===== src/rtl/pep9_instr_fetch_pkg.sv =====
// Shared definitions for the Pep9 instruction fetch unit: opcodes, FSM encoding
// and the unary-instruction decode.
package pep9_instr_fetch_pkg;

  localparam logic [7:0] OP_STOP = 8'h00;
  localparam logic [7:0] OP_BR   = 8'h12;
  localparam logic [7:0] OP_NOP0 = 8'h26;
  localparam logic [7:0] OP_NOP1 = 8'h27;

  typedef enum logic [2:0] {
    StIdle,
    StRdIs,
    StRdHi,
    StRdLo,
    StValid
  } fetch_state_e;

  // Everything below BR, plus the two NOPn traps, carries no operand specifier.
  function automatic logic pep9_is_unary(input logic [7:0] op);
    return (op < OP_BR) || (op == OP_NOP0) || (op == OP_NOP1);
  endfunction

endpackage


===== src/rtl/pep9_instr_fetch_if.sv =====
// Memory read port and CPU instruction handshake of the fetch unit.
interface pep9_instr_fetch_if;

  logic        mem_rd;
  logic [15:0] mem_addr;
  logic        mem_ack;
  logic [7:0]  mem_rdata;

  logic        instr_valid;
  logic        instr_ready;
  logic [7:0]  InstructionSpecifier;
  logic [15:0] OperandSpecifier;
  logic [15:0] instr_pc;
  logic        is_unary;

  modport master (
    output mem_rd, mem_addr, instr_valid, InstructionSpecifier, OperandSpecifier,
           instr_pc, is_unary,
    input  mem_ack, mem_rdata, instr_ready
  );

  modport slave (
    input  mem_rd, mem_addr, instr_valid, InstructionSpecifier, OperandSpecifier,
           instr_pc, is_unary,
    output mem_ack, mem_rdata, instr_ready
  );

endinterface


===== src/rtl/pep9_instr_fetch.sv =====
// Pep9 instruction fetch: reads IS (and big-endian OS for non-unary) byte by byte
// and presents the complete instruction through a valid/ready handshake.
module pep9_instr_fetch
  import pep9_instr_fetch_pkg::*;
#(
  parameter logic [15:0] RESET_PC     = 16'h0000,
  parameter bit          HALT_ON_STOP = 1'b1
) (
  input  logic                  Sysclk,
  input  logic                  reset,
  input  logic                  run,
  input  logic                  pc_load,
  input  logic [15:0]           pc_load_value,
  output logic                  halted,
  pep9_instr_fetch_if.master    bus
);

  fetch_state_e state_q, state_d;
  logic [15:0]  pc_q, pc_d;
  logic [15:0]  addr_q, addr_d;
  logic [7:0]   is_q, is_d;
  logic [15:0]  os_q, os_d;
  logic [15:0]  ipc_q, ipc_d;
  logic         unary_q, unary_d;
  logic         halted_q, halted_d;
  logic         flush_q, flush_d;

  logic in_rd, drop, accept;

  assign in_rd  = (state_q == StRdIs) || (state_q == StRdHi) || (state_q == StRdLo);
  // A byte returning after (or alongside) a redirect belongs to the old stream.
  assign drop   = flush_q || pc_load;
  assign accept = in_rd && bus.mem_ack && !drop;

  always_ff @(posedge Sysclk or posedge reset) begin
    if (reset) begin
      state_q <= StIdle;
    end else begin
      state_q <= state_d;
    end
  end

  always_comb begin
    state_d = state_q;
    unique case (state_q)
      StIdle: if (run && !halted_q) state_d = StRdIs;
      StRdIs: begin
        if (bus.mem_ack) begin
          if (drop)                              state_d = StIdle;
          else if (pep9_is_unary(bus.mem_rdata)) state_d = StValid;
          else                                   state_d = StRdHi;
        end
      end
      StRdHi:  if (bus.mem_ack) state_d = drop ? StIdle : StRdLo;
      StRdLo:  if (bus.mem_ack) state_d = drop ? StIdle : StValid;
      StValid: if (pc_load || bus.instr_ready) state_d = StIdle;
      default: state_d = StIdle;
    endcase
  end

  always_comb begin
    pc_d     = pc_q;
    is_d     = is_q;
    os_d     = os_q;
    ipc_d    = ipc_q;
    unary_d  = unary_q;
    halted_d = halted_q;
    flush_d  = flush_q;

    if (accept) pc_d = pc_q + 16'd1;

    if (accept && state_q == StRdIs) begin
      is_d    = bus.mem_rdata;
      unary_d = pep9_is_unary(bus.mem_rdata);
      ipc_d   = pc_q;
      os_d    = 16'h0000;
    end
    if (accept && state_q == StRdHi) os_d[15:8] = bus.mem_rdata;
    if (accept && state_q == StRdLo) os_d[7:0]  = bus.mem_rdata;

    if (in_rd && bus.mem_ack)  flush_d = 1'b0;
    else if (in_rd && pc_load) flush_d = 1'b1;

    if (state_q == StValid && bus.instr_ready && HALT_ON_STOP && is_q == OP_STOP) begin
      halted_d = 1'b1;
    end

    if (pc_load) begin
      pc_d     = pc_load_value;
      halted_d = 1'b0;
    end

    // Memory reads cannot be cancelled, so the address holds until the ack.
    addr_d = (in_rd && !bus.mem_ack) ? addr_q : pc_d;
  end

  always_ff @(posedge Sysclk or posedge reset) begin
    if (reset) begin
      pc_q     <= RESET_PC;
      addr_q   <= RESET_PC;
      is_q     <= 8'h00;
      os_q     <= 16'h0000;
      ipc_q    <= RESET_PC;
      unary_q  <= 1'b0;
      halted_q <= 1'b0;
      flush_q  <= 1'b0;
    end else begin
      pc_q     <= pc_d;
      addr_q   <= addr_d;
      is_q     <= is_d;
      os_q     <= os_d;
      ipc_q    <= ipc_d;
      unary_q  <= unary_d;
      halted_q <= halted_d;
      flush_q  <= flush_d;
    end
  end

  always_comb begin
    bus.mem_rd               = in_rd;
    bus.mem_addr             = addr_q;
    bus.instr_valid          = (state_q == StValid);
    bus.InstructionSpecifier = is_q;
    bus.OperandSpecifier     = os_q;
    bus.instr_pc             = ipc_q;
    bus.is_unary             = unary_q;
    halted                   = halted_q;
  end

endmodule


===== src/flat_wrapper.sv =====
// flat-port wrapper written by rule: the top's interface ports become plain ports
module pep9_instr_fetch_flat import pep9_instr_fetch_pkg::*;
#(
  parameter logic [15:0] RESET_PC     = 16'h0000,
  parameter bit          HALT_ON_STOP = 1'b1
)
  (Sysclk, reset, run, pc_load, pc_load_value, halted, bus_mem_rd, bus_mem_addr, bus_instr_valid, bus_InstructionSpecifier, bus_OperandSpecifier, bus_instr_pc, bus_is_unary, bus_mem_ack, bus_mem_rdata, bus_instr_ready);
  pep9_instr_fetch_if bus_i ();
  input  logic Sysclk;
  input  logic reset;
  input  logic run;
  input  logic pc_load;
  input  logic [15:0] pc_load_value;
  output logic halted;
  output wire logic [$bits(bus_i.mem_rd)-1:0] bus_mem_rd;
  output wire logic [$bits(bus_i.mem_addr)-1:0] bus_mem_addr;
  output wire logic [$bits(bus_i.instr_valid)-1:0] bus_instr_valid;
  output wire logic [$bits(bus_i.InstructionSpecifier)-1:0] bus_InstructionSpecifier;
  output wire logic [$bits(bus_i.OperandSpecifier)-1:0] bus_OperandSpecifier;
  output wire logic [$bits(bus_i.instr_pc)-1:0] bus_instr_pc;
  output wire logic [$bits(bus_i.is_unary)-1:0] bus_is_unary;
  input wire logic [$bits(bus_i.mem_ack)-1:0] bus_mem_ack;
  input wire logic [$bits(bus_i.mem_rdata)-1:0] bus_mem_rdata;
  input wire logic [$bits(bus_i.instr_ready)-1:0] bus_instr_ready;
  assign bus_mem_rd = bus_i.mem_rd;
  assign bus_mem_addr = bus_i.mem_addr;
  assign bus_instr_valid = bus_i.instr_valid;
  assign bus_InstructionSpecifier = bus_i.InstructionSpecifier;
  assign bus_OperandSpecifier = bus_i.OperandSpecifier;
  assign bus_instr_pc = bus_i.instr_pc;
  assign bus_is_unary = bus_i.is_unary;
  assign bus_i.mem_ack = bus_mem_ack;
  assign bus_i.mem_rdata = bus_mem_rdata;
  assign bus_i.instr_ready = bus_instr_ready;
  pep9_instr_fetch #(.RESET_PC(RESET_PC), .HALT_ON_STOP(HALT_ON_STOP)) u_core (.Sysclk(Sysclk), .reset(reset), .run(run), .pc_load(pc_load), .pc_load_value(pc_load_value), .halted(halted), .bus(bus_i));
endmodule

===== config.mk =====
export PLATFORM = sky130hd
export DESIGN_NAME = pep9_instr_fetch_flat
export DESIGN_NICKNAME = d
export VERILOG_FILES = /design/src/rtl/pep9_instr_fetch_pkg.sv /design/src/rtl/pep9_instr_fetch_if.sv /design/src/rtl/pep9_instr_fetch.sv /design/src/flat_wrapper.sv
export SDC_FILE = /design/constraint.sdc
export NUM_CORES = 1
export LEC_CHECK = 0
export CAP_MARGIN = 20
export CORE_MARGIN = 2
export CORE_UTILIZATION = 48
export DETAILED_ROUTE_END_ITERATION = 7
export PLACE_DENSITY = 0.89
export REMOVE_ABC_BUFFERS = 1
export SLEW_MARGIN = 20
export SYNTH_ARGS = -nofsm -noshare
export SYNTH_HDL_FRONTEND = slang
export SYNTH_SLANG_ARGS = --single-unit

===== constraint.sdc =====
create_clock -name Sysclk -period 3.7 [get_ports Sysclk]
set_input_delay 1.11 -clock Sysclk [delete_from_list [all_inputs] [get_ports Sysclk]]
set_output_delay 1.11 -clock Sysclk [all_outputs]
set_load 0.05 [all_outputs]

==> impl_metrics.prom, run 1 <==
# TYPE chip_impl_metric gauge
chip_impl_info{name="status",value="finished, final reports clean"} 1
chip_impl_metric{name="grt_pass1_wl",unit="um"} 13520
chip_impl_info{name="commonest_non_fill_non_tap_cell_in_the_layout",value="sky130_fd_sc_hd__clkdlybuf4s50_1"} 1
chip_impl_metric{name="drt-wirelength-per-cell",unit="um"} 17.10
chip_impl_metric{name="relative_area_change_from_synthesis_to_final_layout",unit="%"} 36.85
chip_impl_metric{name="clock-skew-final",unit="ns"} 0.01253
chip_impl_metric{name="placed_cells",unit=""} 482
chip_impl_info{name="worstSetupEndpointType",value="flop"} 1
chip_impl_metric{name="cts-root-to-sink-buffers",unit=""} 2
chip_impl_metric{name="instances_no_fill",unit=""} 497
chip_impl_metric{name="crit_path_max_fanout",unit=""} 7
chip_impl_metric{name="netlist_area",unit="um2"} 3382
chip_impl_metric{name="ctsHtreeMaxLevel",unit=""} 3
chip_impl_metric{name="grt-ovfl-total",unit=""} 0
chip_impl_metric{name="drc",unit=""} 0
chip_impl_info{name="min_path_type",value="flop to flop"} 1
chip_impl_metric{name="synth_warnings",unit=""} 0
chip_impl_metric{name="postSynthRegisterBits",unit=""} 78
chip_impl_metric{name="clk_pin_slew_worst_paths",unit="ns"} 0.08
chip_impl_metric{name="start_util",unit="%"} 49.78
chip_impl_info{name="synth_area_leader_cell",value="sky130_fd_sc_hd__dfrtp_1"} 1
chip_impl_info{name="mostFrequentLayoutCells",value="sky130_fd_sc_hd__clkdlybuf4s50_1, sky130_fd_sc_hd__dfrtp_1, sky130_fd_sc_hd__nand2_1"} 1
chip_impl_info{name="rr_startpoint",value="u_core.state_q[2]"} 1
chip_impl_metric{name="maxClockFrequency",unit="MHz"} 296.7
chip_impl_metric{name="power.density_cell_area",unit="nW/um2"} 954.4
chip_impl_metric{name="timing.final.max_slew_violations",unit=""} 0
chip_impl_metric{name="antennaDiodeCount",unit=""} 0
chip_impl_metric{name="post-place-ws",unit="ns"} 0.03332
chip_impl_info{name="crit_type",value="primary input to flop"} 1
chip_impl_metric{name="max_stage_delay",unit="ns"} 0.53
chip_impl_metric{name="detailedRoute.firstIterationViolations",unit=""} 211
chip_impl_metric{name="setup_viol_count_final",unit=""} 0
chip_impl_metric{name="row_count",unit=""} 30
chip_impl_metric{name="nFillCells",unit=""} 501
chip_impl_metric{name="routed_wl",unit="um"} 8500
chip_impl_info{name="clock_tree.root_cell",value="sky130_fd_sc_hd__clkbuf_8"} 1
chip_impl_metric{name="drt_pass1_iterations",unit=""} 5
chip_impl_metric{name="number_of_input_and_output_port_buffers_inserted",unit=""} 89
chip_impl_metric{name="finalCriticalPeriod",unit="ns"} 3.371
chip_impl_metric{name="synthCells",unit=""} 304
chip_impl_info{name="worst_setup_path_startpoint",value="bus_mem_ack"} 1
chip_impl_metric{name="cts_inserted_buffers",unit=""} 9
chip_impl_metric{name="die_area",unit="um2"} 7733
chip_impl_metric{name="setup_tns",unit="ns"} 0
chip_impl_metric{name="p_total",unit="mW"} 4.417
chip_impl_metric{name="design.final.nets",unit=""} 428
chip_impl_metric{name="cp_data_required_time",unit="ns"} 3.99
chip_impl_metric{name="die_h",unit="um"} 87.94
chip_impl_info{name="yosys-top-cells-area",value="sky130_fd_sc_hd__dfrtp_1, sky130_fd_sc_hd__mux2_2, sky130_fd_sc_hd__nand2_1, sky130_fd_sc_hd__o21ai_0, sky130_fd_sc_hd__nor2_1"} 1
chip_impl_metric{name="cp.arrival",unit="ns"} 3.66
chip_impl_metric{name="hold_violations",unit=""} 0
chip_impl_metric{name="cts_num_sinks",unit=""} 78
chip_impl_metric{name="ctsHoldBuffers",unit=""} 0
chip_impl_metric{name="final_min_period_over_clock_period",unit="%"} 91.10
chip_impl_metric{name="final_antenna_net_count",unit=""} 0
chip_impl_info{name="rsz0062_at_grt",value="no"} 1
chip_impl_metric{name="globalRouteTotalUtil",unit="%"} 23.31
chip_impl_metric{name="post_route_cells_drive_above_1_share",unit="%"} 14.96
chip_impl_metric{name="routed_via_density",unit=""} 5.594
chip_impl_metric{name="grt_antenna_before_repair",unit=""} 0
chip_impl_metric{name="design.core.area",unit="um2"} 6794
chip_impl_metric{name="avgSynthCellArea",unit="um2"} 11.12
chip_impl_info{name="slowest_stage",value="sky130_fd_sc_hd__nor4b_1"} 1
chip_impl_metric{name="finalHoldWorstSlack",unit="ns"} 0.4782
chip_impl_metric{name="netlist-cell-type-count",unit=""} 41
chip_impl_metric{name="hpwlAfterDp",unit="um"} 6101
chip_impl_metric{name="peakVddDrop",unit="mV"} 0.5908
chip_impl_metric{name="tightest_slew",unit="ns"} 0.7324
chip_impl_info{name="clock_tree_from_tritoncts",value="done"} 1
chip_impl_metric{name="grt_max_degree",unit=""} 44
chip_impl_metric{name="maxCapViolCount",unit=""} 0
chip_impl_info{name="path_cells",value="clkdlybuf4s50_1, buf_4, nor4b_1, buf_4, nand4_1, or3_1, a31oi_1, mux2_2"} 1
chip_impl_metric{name="synth.top_cell.area_share",unit="%"} 57.71
chip_impl_metric{name="cts_setup_buffers",unit=""} 0
chip_impl_metric{name="post_cts.resized_instances",unit=""} 0
chip_impl_metric{name="die_w",unit="um"} 87.94
chip_impl_metric{name="floorplan.io_pins",unit=""} 90
chip_impl_metric{name="worst_skew_pair.late_latency",unit="ns"} 0.35
chip_impl_metric{name="finalWeightedCongestion",unit=""} 0.8751
chip_impl_metric{name="power.leakage",unit="nW"} 1.975
chip_impl_info{name="worst_setup_path_start_kind",value="primary input"} 1
chip_impl_metric{name="synth-seq-area-share",unit="%"} 57.71
chip_impl_metric{name="via_count",unit=""} 2780
chip_impl_metric{name="worst_case_setup_margin_in_the_final_layout",unit="ns"} 0.3295
chip_impl_info{name="critical-path-top-cell-by-count",value="sky130_fd_sc_hd__buf_4"} 1
chip_impl_metric{name="worst_slew_margin_rel",unit="%"} 51.11
chip_impl_info{name="hold_path_startpoint",value="u_core.bus.instr_pc[15]"} 1
chip_impl_metric{name="grt_pass1_vias",unit=""} 2687
## cell families after synthesis
kind of cell    count (synthesis)  share of synthesized area [%]
fa+ha+maj                       1                         0.3699
flops                          78                          57.71
mux                            32                          10.65
buf+inv                        21                          2.626
simple gates                  108                          15.32
xor+xnor                        9                          2.331
compound gates                 55                          10.99
## per-layer routing
metal / routed length [um] / vias to the layer above / global-route usage (%) / part of all wire (%)
li1: - / 1266 / - / -
met1: 3466 / 1359 / 29.74 / 41
met2: 4312 / 128 / 38.50 / 51
met3: 493 / 27 / 4.995 / 5.8
met4: 228 / 0 / 10.21 / 2.7
met5: 0 / - / 0 / 0
## final timing paths
| kind | to | slack, ns | cells after the start |
|---|---|---|---|
| max reg2reg | u_core.bus.mem_addr[7] | 1.11 | 5 |
| max in group asynchronous | u_core.bus.InstructionSpecifier[5] | 1.78 | 3 |
| min | u_core.bus.instr_pc[15] | 0.48 | 2 |
| min reg2reg | u_core.bus.instr_pc[15] | 0.48 | 2 |
| min in group asynchronous | u_core.pc_q[13] | 1.18 | 2 |
| max | u_core.bus.mem_addr[8] | 0.33 | 8 |
## worst max-delay path, delay by kind of cell
| kind | cells | cell delay [ns] |
|---|---|---|
| AND/OR/NAND/NOR | 3 | 1.24 |
| buffers and inverters | 3 | 0.89 |
| AO/OA/AOI/OAI | 1 | 0.23 |
| multiplexers | 1 | 0.18 |
## final cells by class
cell class / instances / area (um2) / share of cell area (%)
Timing Repair Buffer: 98 / 958.4 / 20.71
Clock buffer: 11 / 141.4 / 3.055
Tap cell: 96 / 120.1 / 2.595
Clock inverter: 4 / 95.09 / 2.055
Inverter: 5 / 20.02 / 0.4325
Sequential cell: 78 / 1952 / 42.17
Multi-Input combinational cell: 205 / 1341 / 28.98
## sequential cells by signal (all words and copies together), names as in the netlist, 3 cells and up
signal	cells
u_core.state_q	3
u_core.bus.mem_addr	16
u_core.bus.InstructionSpecifier	8
u_core.bus.OperandSpecifier	16
u_core.bus.instr_pc	16
u_core.pc_q	16
## stage by stage
stage               cell area, um2  utilization (%)
floorplan                     3312                -
global placement              4392            64.64
detailed placement            4392            64.64
CTS                           4628            68.12
global route                  4628            68.12
finish                        4628            68.12
## synthesized netlist by cell type
master,instances
sky130_fd_sc_hd__dfrtp_1,78
sky130_fd_sc_hd__nand2_1,43
sky130_fd_sc_hd__mux2_2,32
sky130_fd_sc_hd__o21ai_0,25
sky130_fd_sc_hd__nor2_1,24
sky130_fd_sc_hd__clkbuf_1,12
sky130_fd_sc_hd__a22o_1,8
sky130_fd_sc_hd__nor3_1,7
sky130_fd_sc_hd__xor2_1,7
sky130_fd_sc_hd__and3_1,6
sky130_fd_sc_hd__a221o_1,5
sky130_fd_sc_hd__inv_1,5
sky130_fd_sc_hd__nand3_1,5
sky130_fd_sc_hd__or3_1,4
sky130_fd_sc_hd__a21oi_1,3
sky130_fd_sc_hd__a31oi_1,3
sky130_fd_sc_hd__nor4_1,3
sky130_fd_sc_hd__o31ai_1,3
sky130_fd_sc_hd__and2_1,2
sky130_fd_sc_hd__and4_1,2
sky130_fd_sc_hd__nand4_1,2
sky130_fd_sc_hd__nor3b_1,2
sky130_fd_sc_hd__nor4b_1,2
sky130_fd_sc_hd__o31a_1,2
sky130_fd_sc_hd__or2_2,2
sky130_fd_sc_hd__xnor2_1,2
sky130_fd_sc_hd__a211o_1,1
sky130_fd_sc_hd__a311oi_1,1
sky130_fd_sc_hd__a41oi_1,1
sky130_fd_sc_hd__buf_1,1
sky130_fd_sc_hd__buf_2,1
sky130_fd_sc_hd__buf_6,1
sky130_fd_sc_hd__clkbuf_2,1
sky130_fd_sc_hd__ha_1,1
sky130_fd_sc_hd__nand2b_1,1
sky130_fd_sc_hd__o21a_1,1
sky130_fd_sc_hd__o21ba_2,1
sky130_fd_sc_hd__o32ai_1,1
sky130_fd_sc_hd__or4_1,1
sky130_fd_sc_hd__or4b_1,1
sky130_fd_sc_hd__or4b_4,1
## report_power, final
group	leakage (nW)	switching, mW	total [mW]	internal, mW
sequential	0.966	0.244	1.41	1.16
combinational	0.889	1.46	2.25	0.796
clock	0.119	0.296	0.758	0.462
total	1.98	1.99	4.42	2.42
Note: power is estimated with default switching activity, not from simulation.
==> run 2: changes to the inputs <==
Settings changed: ABC_AREA set to 1, CORE_UTILIZATION 48 to 49, CTS_BUF_LIST set to sky130_fd_sc_hd__clkbuf_4 sky130_fd_sc_hd__clkbuf_8 sky130_fd_sc_hd__clkbuf_16, HOLD_SLACK_MARGIN set to 0.12, PLACE_DENSITY 0.89 to 0.9.
==> impl_metrics.prom, run 2 <==
# TYPE chip_impl_metric gauge
chip_impl_metric{name="r2r_cells",unit=""} 7
chip_impl_metric{name="finalWeightedCongestion",unit=""} 0.8993
chip_impl_metric{name="placed_cells",unit=""} 601
chip_impl_metric{name="clock-skew-final",unit="ns"} 0.01497
chip_impl_metric{name="worst_slew_margin_rel",unit="%"} 47.64
chip_impl_metric{name="timing.final.max_slew_violations",unit=""} 0
chip_impl_metric{name="post-route-util",unit="%"} 66.34
chip_impl_metric{name="finalCriticalPeriod",unit="ns"} 3.101
chip_impl_metric{name="synthCells",unit=""} 424
chip_impl_metric{name="setup_tns",unit="ns"} 0
chip_impl_info{name="worst_setup_path_start_kind",value="flop"} 1
chip_impl_metric{name="drt-wirelength-per-cell",unit="um"} 14.40
chip_impl_metric{name="crit_path_max_fanout",unit=""} 7
chip_impl_metric{name="synth-seq-area-share",unit="%"} 54.99
chip_impl_metric{name="worst_hold_path.num_cells",unit=""} 2
chip_impl_metric{name="routed_wl",unit="um"} 8886
chip_impl_metric{name="row_count",unit=""} 31
chip_impl_metric{name="power.density_cell_area",unit="nW/um2"} 897.8
chip_impl_metric{name="cp_data_required_time",unit="ns"} 2.59
chip_impl_metric{name="netlist-cell-type-count",unit=""} 28
chip_impl_metric{name="via_count",unit=""} 3194
chip_impl_info{name="synth_top_flop_cell",value="sky130_fd_sc_hd__dfrtp_1"} 1
chip_impl_metric{name="setup_viol_count_final",unit=""} 0
chip_impl_info{name="yosys-top-cells-area",value="sky130_fd_sc_hd__dfrtp_1, sky130_fd_sc_hd__nand2_1, sky130_fd_sc_hd__o21ai_0, sky130_fd_sc_hd__nand3_1, sky130_fd_sc_hd__inv_1"} 1
chip_impl_metric{name="final_min_period_over_clock_period",unit="%"} 83.82
chip_impl_metric{name="post_route_cells_drive_above_1_share",unit="%"} 7.336
chip_impl_metric{name="drt_pass1_iterations",unit=""} 5
chip_impl_metric{name="cp.arrival",unit="ns"} 1.99
chip_impl_info{name="worst_setup_path_startpoint",value="u_core.state_q[1]"} 1
chip_impl_metric{name="cts_setup_buffers",unit=""} 0
chip_impl_info{name="clock_tree.root_cell",value="sky130_fd_sc_hd__clkbuf_8"} 1
chip_impl_metric{name="ctsHoldBuffers",unit=""} 0
chip_impl_metric{name="drc",unit=""} 0
chip_impl_metric{name="final_antenna_net_count",unit=""} 0
chip_impl_info{name="commonest_non_fill_non_tap_cell_in_the_layout",value="sky130_fd_sc_hd__nand2_1"} 1
chip_impl_metric{name="tightest_slew",unit="ns"} 0.7845
chip_impl_info{name="clock_tree_from_tritoncts",value="done"} 1
chip_impl_metric{name="floorplan.io_pins",unit=""} 90
chip_impl_metric{name="cts_num_sinks",unit=""} 78
chip_impl_metric{name="worst_skew_pair.late_latency",unit="ns"} 0.35
chip_impl_metric{name="hold_violations",unit=""} 0
chip_impl_info{name="worstSetupEndpointType",value="output pin"} 1
chip_impl_info{name="rr_startpoint",value="u_core.flush_q"} 1
chip_impl_metric{name="die_h",unit="um"} 89.11
chip_impl_metric{name="globalRouteTotalUtil",unit="%"} 23.61
chip_impl_metric{name="netlist_area",unit="um2"} 3550
chip_impl_metric{name="maxClockFrequency",unit="MHz"} 322.4
chip_impl_metric{name="grt_pass1_wl",unit="um"} 14300
chip_impl_metric{name="postSynthRegisterBits",unit=""} 78
chip_impl_metric{name="ctsHtreeMaxLevel",unit=""} 3
chip_impl_info{name="min_path_type",value="flop to flop"} 1
chip_impl_metric{name="synth_warnings",unit=""} 0
chip_impl_metric{name="design.core.area",unit="um2"} 7137
chip_impl_metric{name="start_util",unit="%"} 49.74
chip_impl_metric{name="design.final.nets",unit=""} 544
chip_impl_metric{name="clk_pin_slew_worst_paths",unit="ns"} 0.08
chip_impl_metric{name="grt_antenna_before_repair",unit=""} 0
chip_impl_metric{name="synth.top_cell.area_share",unit="%"} 54.99
chip_impl_metric{name="async_flop_share",unit="%"} 100.0
chip_impl_metric{name="placed_cell_area",unit="um2"} 4537
chip_impl_metric{name="power.leakage",unit="nW"} 2.223
chip_impl_metric{name="nFillCells",unit=""} 573
chip_impl_info{name="rsz0062_at_grt",value="no"} 1
chip_impl_metric{name="number_of_input_and_output_port_buffers_inserted",unit=""} 89
chip_impl_info{name="hold_path_startpoint",value="u_core.bus.mem_addr[11]"} 1
chip_impl_metric{name="die_area",unit="um2"} 7941
chip_impl_metric{name="grt-ovfl-total",unit=""} 0
chip_impl_metric{name="finalInstanceArea",unit="um2"} 4735
chip_impl_metric{name="post_cts.resized_instances",unit=""} 0
chip_impl_metric{name="instances_no_fill",unit=""} 617
chip_impl_metric{name="antennaDiodeCount",unit=""} 0
chip_impl_info{name="mostFrequentLayoutCells",value="sky130_fd_sc_hd__nand2_1, sky130_fd_sc_hd__clkdlybuf4s50_1, sky130_fd_sc_hd__dfrtp_1"} 1
chip_impl_metric{name="detailedRoute.firstIterationViolations",unit=""} 170
chip_impl_info{name="ys_top_cells_by_count",value="sky130_fd_sc_hd__nand2_1, sky130_fd_sc_hd__dfrtp_1, sky130_fd_sc_hd__o21ai_0, sky130_fd_sc_hd__nand3_1, sky130_fd_sc_hd__inv_1"} 1
chip_impl_info{name="synth_area_leader_cell",value="sky130_fd_sc_hd__dfrtp_1"} 1
chip_impl_info{name="cell_with_the_most_instances_after_synthesis",value="sky130_fd_sc_hd__nand2_1"} 1
chip_impl_metric{name="synth_edf_count",unit=""} 0
chip_impl_metric{name="routed_via_density",unit=""} 5.177
chip_impl_metric{name="relative_area_change_from_synthesis_to_final_layout",unit="%"} 33.38
chip_impl_metric{name="cts-root-to-sink-buffers",unit=""} 2
chip_impl_metric{name="grt_max_degree",unit=""} 49
chip_impl_metric{name="avgSynthCellArea",unit="um2"} 8.372
chip_impl_metric{name="hpwlAfterDp",unit="um"} 6630
chip_impl_metric{name="cts_inserted_buffers",unit=""} 9
chip_impl_metric{name="grt_pass1_vias",unit=""} 2958
chip_impl_metric{name="maxCapViolCount",unit=""} 0
chip_impl_info{name="crit_type",value="flop to output pin"} 1
chip_impl_metric{name="finalHoldWorstSlack",unit="ns"} 0.4906
chip_impl_metric{name="peakVddDrop",unit="mV"} 0.4634
chip_impl_metric{name="die_w",unit="um"} 89.11
chip_impl_info{name="status",value="finished, final reports clean"} 1
==> run 2: critical path: stages, from the launching register on <==
cell and delay, ns:
sky130_fd_sc_hd__dfrtp_1 0.42, sky130_fd_sc_hd__inv_2 0.14, sky130_fd_sc_hd__nand2_2 0.07, sky130_fd_sc_hd__nor2_1 0.17, sky130_fd_sc_hd__clkdlybuf4s50_1 0.84
==> run 2: layout make-up <==
type / instances / area [um2] / share of cell area (%)
clock inverter: 7 / 73.82 / 1.559
clock buffer: 9 / 123.9 / 2.616
multi-input combinational: 292 / 1378 / 29.10
tap: 99 / 123.9 / 2.616
timing repair buffer: 94 / 940.9 / 19.87
sequential: 78 / 1952 / 41.23
inverter: 38 / 142.6 / 3.013
==> run 2: per-layer routing <==
metal  vias up  GRT usage (%)  share of wire, %
li1       1559              -                 -
met1      1511          31.80                44
met2       112          38.59                50
met3        12          4.432               5.2
met4         0          8.141               1.3
met5         -              0                 0
==> run 2: cells by family (layout without fill, tap and decap cells) <==
group | after synthesis | after routing | share of synthesized area (%)
flops | 78 | 78 | 54.99
compound gates | 70 | 70 | 10.50
buf+inv | 54 | 148 | 6.345
fa+ha+maj | 1 | 1 | 0.3524
mux | 2 | 2 | 0.6344
simple gates | 216 | 216 | 26.44
xor+xnor | 3 | 3 | 0.7404
==> run 2: power breakdown <==
group | internal, mW | total [mW] | switching [mW]
clock network | 0.314 | 0.637 | 0.323
registers | 1.16 | 1.37 | 0.213
logic | 0.699 | 2.24 | 1.54
total | 2.18 | 4.25 | 2.08
==> run 2: final timing paths <==
kind | to | slack (ns)
worst max-delay path | bus_instr_valid | 0.60
worst min-delay path | u_core.bus.mem_addr[11] | 0.49
worst max register to register | u_core.bus.instr_pc[14] | 1.72
worst min register to register | u_core.bus.mem_addr[11] | 0.49
max in group asynchronous | u_core.pc_q[4] | 1.83
min in group asynchronous | u_core.bus.InstructionSpecifier[4] | 1.18
==> run 2: metrics by stage <==
stage / setup WS, ns / power (mW)
finish: 0.5987 / 4.251
global route: 0.5221 / 4.468
floorplan: 0.3262 / 2.811
global placement: 0.6702 / 3.572
CTS: 0.5993 / 4.267
detailed placement: 0.6209 / 3.630
